--- config.mk ---
export PLATFORM = sky130hd
export DESIGN_NAME = cache_fill_fsm
export DESIGN_NICKNAME = d
export VERILOG_FILES = /design/src/rtl/cache_pkg.sv /design/src/rtl/fill_counter.sv /design/src/rtl/cache_fill_fsm.sv
export SDC_FILE = /design/constraint.sdc
export NUM_CORES = 1
export LEC_CHECK = 0
export ABC_AREA = 1
export BUFFER_PORTS_ARGS = -buffer_cell sky130_fd_sc_hd__buf_4
export CORE_UTILIZATION = 30
export CTS_CLUSTER_SIZE = 10
export DETAILED_ROUTE_END_ITERATION = 6
export GPL_TIMING_DRIVEN = 0
export SYNTH_ARGS = -nofsm -noshare
export SYNTH_HDL_FRONTEND = slang
export SYNTH_SLANG_ARGS = --single-unit
--- constraint.sdc ---
create_clock -name clk -period 3.36 [get_ports clk]
set_input_delay 0.336 -clock clk [delete_from_list [all_inputs] [get_ports clk]]
set_output_delay 0.336 -clock clk [all_outputs]
set_load 0.005 [all_outputs]
--- src/rtl/cache_pkg.sv ---
// Shared cache definitions: fill FSM states, block geometry and block-base helper.
// Imported by the fill FSM and by the I-/D-cache top levels.
package cache_pkg;

   typedef enum logic {
      IDLE = 1'b0,
      FILL = 1'b1
   } fill_state_t;

   localparam int unsigned BLOCK_BYTES   = 16;
   localparam int unsigned OFFSET_BITS   = 4;
   localparam int unsigned WORD_IDX_BITS = 3;

   // Block-aligned base of a byte address; the in-block offset is discarded.
   function automatic logic [15:0] blockBase(input logic [15:0] addr);
      return {addr[15:OFFSET_BITS], {OFFSET_BITS{1'b0}}};
   endfunction

endpackage

--- src/rtl/fill_counter.sv ---
// 4-bit up counter with synchronous clear and enable, saturating at MAX_COUNT.
// Zero latency to the count output; no backpressure, it simply stops at MAX_COUNT.
module fill_counter #(
   parameter int unsigned MAX_COUNT = 8
) (
   input  logic       clk,
   input  logic       rst_n,
   input  logic       clr,
   input  logic       en,
   output logic [3:0] count
);

   logic atMax;

   assign atMax = (count == 4'(MAX_COUNT));

   always_ff @(posedge clk or negedge rst_n) begin
      if (!rst_n) begin
         count <= '0;
      end else if (clr) begin
         count <= '0;
      end else if (en && !atMax) begin
         count <= count + 4'd1;
      end
   end

endmodule

--- src/rtl/cache_fill_fsm.sv ---
// Cache miss fill: stalls the pipeline, streams BLOCK_WORDS reads, writes each return, then the tag.
// Stall lasts 1 + (memory latency) + BLOCK_WORDS cycles; memory returns are accepted unconditionally.
module cache_fill_fsm
   import cache_pkg::*;
#(
   parameter int unsigned BLOCK_WORDS = 8,
   parameter int unsigned MEM_LATENCY = 4
) (
   input  logic                     clk,
   input  logic                     rst_n,
   input  logic                     miss_detected,
   input  logic [15:0]              miss_address,
   input  logic                     memory_data_valid,
   output logic                     fsm_busy,
   output logic                     mem_rd_en,
   output logic [15:0]              memory_address,
   output logic                     write_data_array,
   output logic [WORD_IDX_BITS-1:0] fill_word,
   output logic                     write_tag_array
);

   // Counter widths and the word index are sized for an 8-word block.
   if (BLOCK_WORDS != 8 || MEM_LATENCY == 0) begin : gBadParams
      $error("cache_fill_fsm supports BLOCK_WORDS=8 and a nonzero MEM_LATENCY only");
   end

   fill_state_t state;
   fill_state_t nextState;
   logic [15:0] base;
   logic [3:0]  issueCnt;
   logic [3:0]  recvCnt;
   logic        inFill;
   logic        startFill;
   logic        issueEn;
   logic        recvEn;
   logic        lastReturn;

   assign inFill     = (state == FILL);
   assign startFill  = (state == IDLE) && miss_detected;
   assign issueEn    = inFill && (issueCnt < 4'(BLOCK_WORDS));
   assign recvEn     = inFill && memory_data_valid;
   assign lastReturn = recvEn && (recvCnt == 4'(BLOCK_WORDS - 1));

   always_ff @(posedge clk or negedge rst_n) begin
      if (!rst_n) begin
         state <= IDLE;
      end else begin
         state <= nextState;
      end
   end

   always_comb begin
      nextState = state;
      unique case (state)
         IDLE: if (miss_detected) nextState = FILL;
         FILL: if (lastReturn)    nextState = IDLE;
         default:                 nextState = IDLE;
      endcase
   end

   // Base is captured only on entry; miss inputs during a fill are ignored.
   always_ff @(posedge clk or negedge rst_n) begin
      if (!rst_n) begin
         base <= '0;
      end else if (startFill) begin
         base <= blockBase(miss_address);
      end
   end

   // Counters are held clear while idle, so each fill starts at word 0.
   fill_counter #(
      .MAX_COUNT (BLOCK_WORDS)
   ) uIssueCnt (
      .clk   (clk),
      .rst_n (rst_n),
      .clr   (!inFill),
      .en    (issueEn),
      .count (issueCnt)
   );

   fill_counter #(
      .MAX_COUNT (BLOCK_WORDS)
   ) uRecvCnt (
      .clk   (clk),
      .rst_n (rst_n),
      .clr   (!inFill),
      .en    (recvEn),
      .count (recvCnt)
   );

   always_comb begin
      fsm_busy         = inFill | startFill;
      mem_rd_en        = issueEn;
      memory_address   = base + {11'b0, issueCnt, 1'b0};
      write_data_array = recvEn;
      fill_word        = recvCnt[WORD_IDX_BITS-1:0];
      write_tag_array  = lastReturn;
   end

endmodule
* Word level (Yosys, flattened, before mapping)
Cells that the tools add are included.
** Cells by class
- Order comparisons :: 1
- Multiplexer cells :: 7
- $add $sub $neg :: 3
- Eq/ne operators :: 5
- Reduce and logical (&&, ||, !) cells :: 8
- Bitwise operators :: 2
** Operator list (number)
- 16-bit by 5-bit adder with 16-bit output :: 1
- 4-bit 2-to-1 mux :: 4
- 4-bit by 1-bit adder with 4-bit output (second input constant) :: 2
- 4-bit equality test (second input constant) :: 2
- 1-bit logical AND :: 6
- 4-bit by 3-bit equality test with 1-bit output (second input constant) :: 1
- 4-bit < comparator (second input constant) :: 1
- 2-bit by 1-bit != test with 1-bit output (second input constant) :: 2
- 1-bit zero test :: 2
- 1-bit 2-to-1 mux :: 2
- 1-bit one-hot mux with 2 select lines :: 1
- 1-bit NOT :: 1
- 1-bit OR :: 1
** Word-level totals
- Input bits :: 20
- Output and inout port bits :: 23
- Flip-flop bits (word level) :: 21
- Logic and storage cells :: 30

* Logic depth before layout (Yosys ltp)
- Depth in word-level cells :: 5
- Mapped depth :: 7
- Gate-level depth less buffers :: 7

* Hierarchy
From an unflattened synthesis, not the netlist that was laid out.
** Second synthesis, totals
- Cells, all modules :: 180
- Area, all modules :: 1333.8 sq um
** Modules (own cells, without submodules)
- cache_fill_fsm :: sequential area each 325.3 sq um, area each 815.8 sq um, cells each 112, instances 1
- fill_counter :: sequential area each 100.1 sq um, area each 259.0 sq um, cells each 34, instances 2

* Worst setup path after synthesis
No wires, ideal clock.
- Kind :: reg-to-output
- From :: register uIssueCnt.count[3]
- To :: output memory_address[12]
- Data required time :: 3.024 ns
- Path slack :: 1.869 ns
- Path buffers :: 0
- Data arrival time :: 1.155 ns
- Stages on the path, launching flop included :: 8
- Path through :: dfrtp_1 -> ha_1 -> ha_1 -> nand3_2 -> nor2_4 -> nand2_1 -> nand2_1 -> nand2_1
** Between the ends
- Word-level cells in the longest chain between the ends :: 1
** RTL lines
- start: declaration :: line fill_counter.sv:10 : output logic [3:0] count
- start signal: assignment :: line fill_counter.sv:23 : count <= count + 4'd1;
- 16-bit by 5-bit adder with 16-bit output :: line cache_fill_fsm.sv:94 : memory_address = base + {11'b0, issueCnt, 1'b0};
- end: declaration :: line cache_fill_fsm.sv:16 : output logic [15:0] memory_address,
Every way passes these cells.

* Worst setup path in the final report
Ends and elaborated chain as after synthesis.

==> results summary <==
The tree is rooted in a sky130_fd_sc_hd__clkbuf_8. The wire length reported by the detailed router came out at 2674 um. The setup path with the least slack is of type register to output pin. The tree built by TritonCTS fans out to 21 sinks. The share of Yosys cell area claimed by the top area cell type came out at 41.58%. The number of remaining DRC errors is 0. The power per standard cell area came out at 814.1 nW/um^2.

In the synthesized netlist, the cells that appear most often are sky130_fd_sc_hd__nand2_1 (45), sky130_fd_sc_hd__nand3_1 (24), sky130_fd_sc_hd__dfrtp_1 (21). The placement row count came out at 23. The number of buffers created by CTS is 3. The net count after synthesis came out at 187. The pin count of the biggest net entering global routing is 22. The detail-routed via count per cell came out at 4.484. The number of distinct library cells after synthesis came out at 23.

The synthesis-stage register bit count came out at 21. The clock tree from TritonCTS is done. The area of the mapped netlist came out at 1264 um^2. Fill cells in the final layout number 449. The largest driver fanout on the critical path came out at 5.

The count of warnings emitted by yosys came out at 0. The buffer depth of the longest clock path came out at 2. Clock latency on the worst-skew pair, taken at its later pin, is 0.26 ns. The post-synthesis average cell area came out at 7.801 um^2. After the flow finishes, the layout carries non-filler instances totaling 254. The final max-slew violation count is 0. The growth of design area from synthesis to finish came out at 31.39%.

The number of setup violations in the final report came out at 0. Setup repair after global routing left no endpoint under its margin. In this run the worst hold path is classified as input port to register. The data required time of the worst path came out at 3.02 ns. The count of flip-flops with a built-in enable after synthesis is 0.

CTS built an H-tree with a depth of 1. The number of global-route vias before repair is 1013. The floorplan step defined a core boundary enclosing 4029 um^2.

The most used cell along the critical path is sky130_fd_sc_hd__nand2_1. Traced cell by cell, the critical path runs through ha_1, ha_1, nand3_2, nor2_4, nand2_1, nand2_1, nand2_1, buf_4. The die span in x came out at 66.90 um.

The post-route netlist has 29.90% of its cells at a drive strength greater than 1. Among all cell types in the netlist, the one instantiated most often is sky130_fd_sc_hd__nand2_1. The worst setup path is captured at an output pin. The wire length of the first global-routing pass is 4402 um. At the placement stage, the worst setup path has a slack of 1.618 ns. The total count of hold-check failures in the final report is 0. The total negative slack for setup checks came out at 0 ns. The post-synthesis sequential area ratio is 41.58%. The dominant delay contributor by cell family on the critical path is simple AND/OR/NAND/NOR gates. The net count reported at finish is 230. The final clock period utilization by the worst path came out at 60.17%. In this run the remaining antenna-violating nets after routing total 0.

Of all cell types, the one taking the most synthesized area is sky130_fd_sc_hd__dfrtp_1. The final routed wire length divided by cell count came out at 10.53 um. The setup slack of the critical path after layout is 1.338 ns. The flow ran to the end, and the final reports show no timing, DRC or antenna violations.

Sorting the synthesized cells by area gives the leading types as sky130_fd_sc_hd__dfrtp_1 (42%), sky130_fd_sc_hd__nand2_1 (13%), sky130_fd_sc_hd__nand3_1 (9.5%). The leakage dissipation is 0.0008861 uW. On the worst path, the slowest cell contributes a delay of 0.41 ns. The clock skew after layout is 0.004621 ns. The number of top-level design ports came out at 43.

The arrival time at the worst endpoint came out at 1.69 ns. The number of antenna violations at the first check in global routing came out at 0. Global routing used 13.12% of the available tracks across all layers.

The repair_antennas step left the layout with diodes totalling 0. The number of setup buffers added after CTS is 0. The floorplan die height came out at 66.90 um. The wire-length estimate of the detail-placed layout is 2082 um. Buffers inserted to repair hold after CTS numbered 1.

The reported max-cap violation count is 0. Together, buffers and inverters on the worst path number 1. The kind of start point of the critical path is a register. The clock input transition at the sequential cells of the worst setup and hold paths is 0.08 ns. The number of vias in the routed layout came out at 1139. The count of port buffers added during placement is 37.

Of all flip-flops after synthesis, the portion carrying an async set or reset was 100.0%. The number of cells after detailed placement came out at 249. In the synthesized netlist the dominant register cell turns out to be sky130_fd_sc_hd__dfrtp_1. The initial cell density of the core came out at 31.37%. The peak clock frequency supported by timing is 494.6 MHz. The total of cells resized after clock tree synthesis came out at 0. The floorplan step defined a die boundary enclosing 4476 um^2.

The final estimated routing congestion in global placement is 0.7174. The register-to-register setup slack came out at 2.18 ns. After technology mapping, the gate count stands at 162. The overflow left after global routing came out at 0. The initial DRC count came out at 43.

The slowest stage of the critical path is the sky130_fd_sc_hd__dfrtp_1 cell. The post-route minimum period came out at 2.022 ns. The worst-case vdd ir drop came out at 314.1 uV. For this run, the detailed router's first-pass iteration total came to 4.
## flip-flops by register name, summed over array words and instances (netlist names)
| name | cells |
|---|---|
| base | 12 |
| uIssueCnt.count | 4 |
| uRecvCnt.count | 4 |
| inFill | 1 |
## placed cells by master, fill, tap and decap left out, drive strengths merged, types with 2 or more instances in the layout
cell type and count:
nand3b 2, ha 5, xnor2 2, clkbuf 3, buf 48, o21ai 2, dfrtp 21, inv 16
nor2 15, a21oi 5, nand4 3, xor2 3, nand2 48, nand3 25
## power by group
group	total, uW	switching [uW]	internal [uW]
Clock	166	83.6	82.6
Sequential	521	144	376
Combinational	665	297	367
## worst paths after layout
check	start	end	cells past startpoint
setup / recovery	uIssueCnt.count[3]	memory_address[12]	8
hold / removal	miss_address[9]	base[9]	3
setup reg to reg	uRecvCnt.count[0]	uRecvCnt.count[3]	7
hold reg to reg	base[4]	base[4]	2
max in group asynchronous	rst_n	base[12]	2
min in group asynchronous	rst_n	uRecvCnt.count[1]	2
## stage by stage
| step | cell area [um^2] | hold WS [ns] | utilization (%) | total power (uW) |
|---|---|---|---|---|
| floorplan | 1264 | 0.04041 | - | 891.1 |
| global placement | 1604 | 0.2399 | 39.81 | 1189 |
| detailed placement | 1604 | 0.2411 | 39.81 | 1203 |
| CTS | 1660 | 0.2996 | 41.21 | 1375 |
| global route | 1660 | 0.3013 | 41.21 | 1480 |
| finish | 1660 | 0.3030 | 41.21 | 1352 |
## kinds of logic after synthesis
logic type / synth area share [%]
DFF: 41.58
buffers and inverters: 11.49
adders and majority gates: 4.950
other: 0.2967
and+or+nand+nor: 34.95
AOI/OAI and AO/OA: 3.267
xor gates and xnor gates: 3.466
## tightest hold or removal path, delay by kind of cell
| kind | cells | cell delay (ns) |
|---|---|---|
| and+or+nand+nor | 2 | 0.12 |
| buffers and inverters | 1 | 0.08 |
## routing by layer
layer  vias to the layer above  track usage, %  wire length [um]
met4                         0           3.989                31
met3                         4           2.397               126
met2                        29           22.73              1330
li1                        593               -                 -
met1                       513           16.28              1185
met5                         -               0                 0
## layout make-up
class	instances	area, um^2	area share (%)
multi-input combinational	114	593.1	35.72
sequential	21	525.5	31.65
timing repair buffer	38	287.8	17.33
buffer	11	85.08	5.124
tap	50	62.56	3.768
inverter	16	60.06	3.617
clock buffer	3	41.29	2.487
clock inverter	1	5.005	0.3014
(Power assumes the default switching activity.)
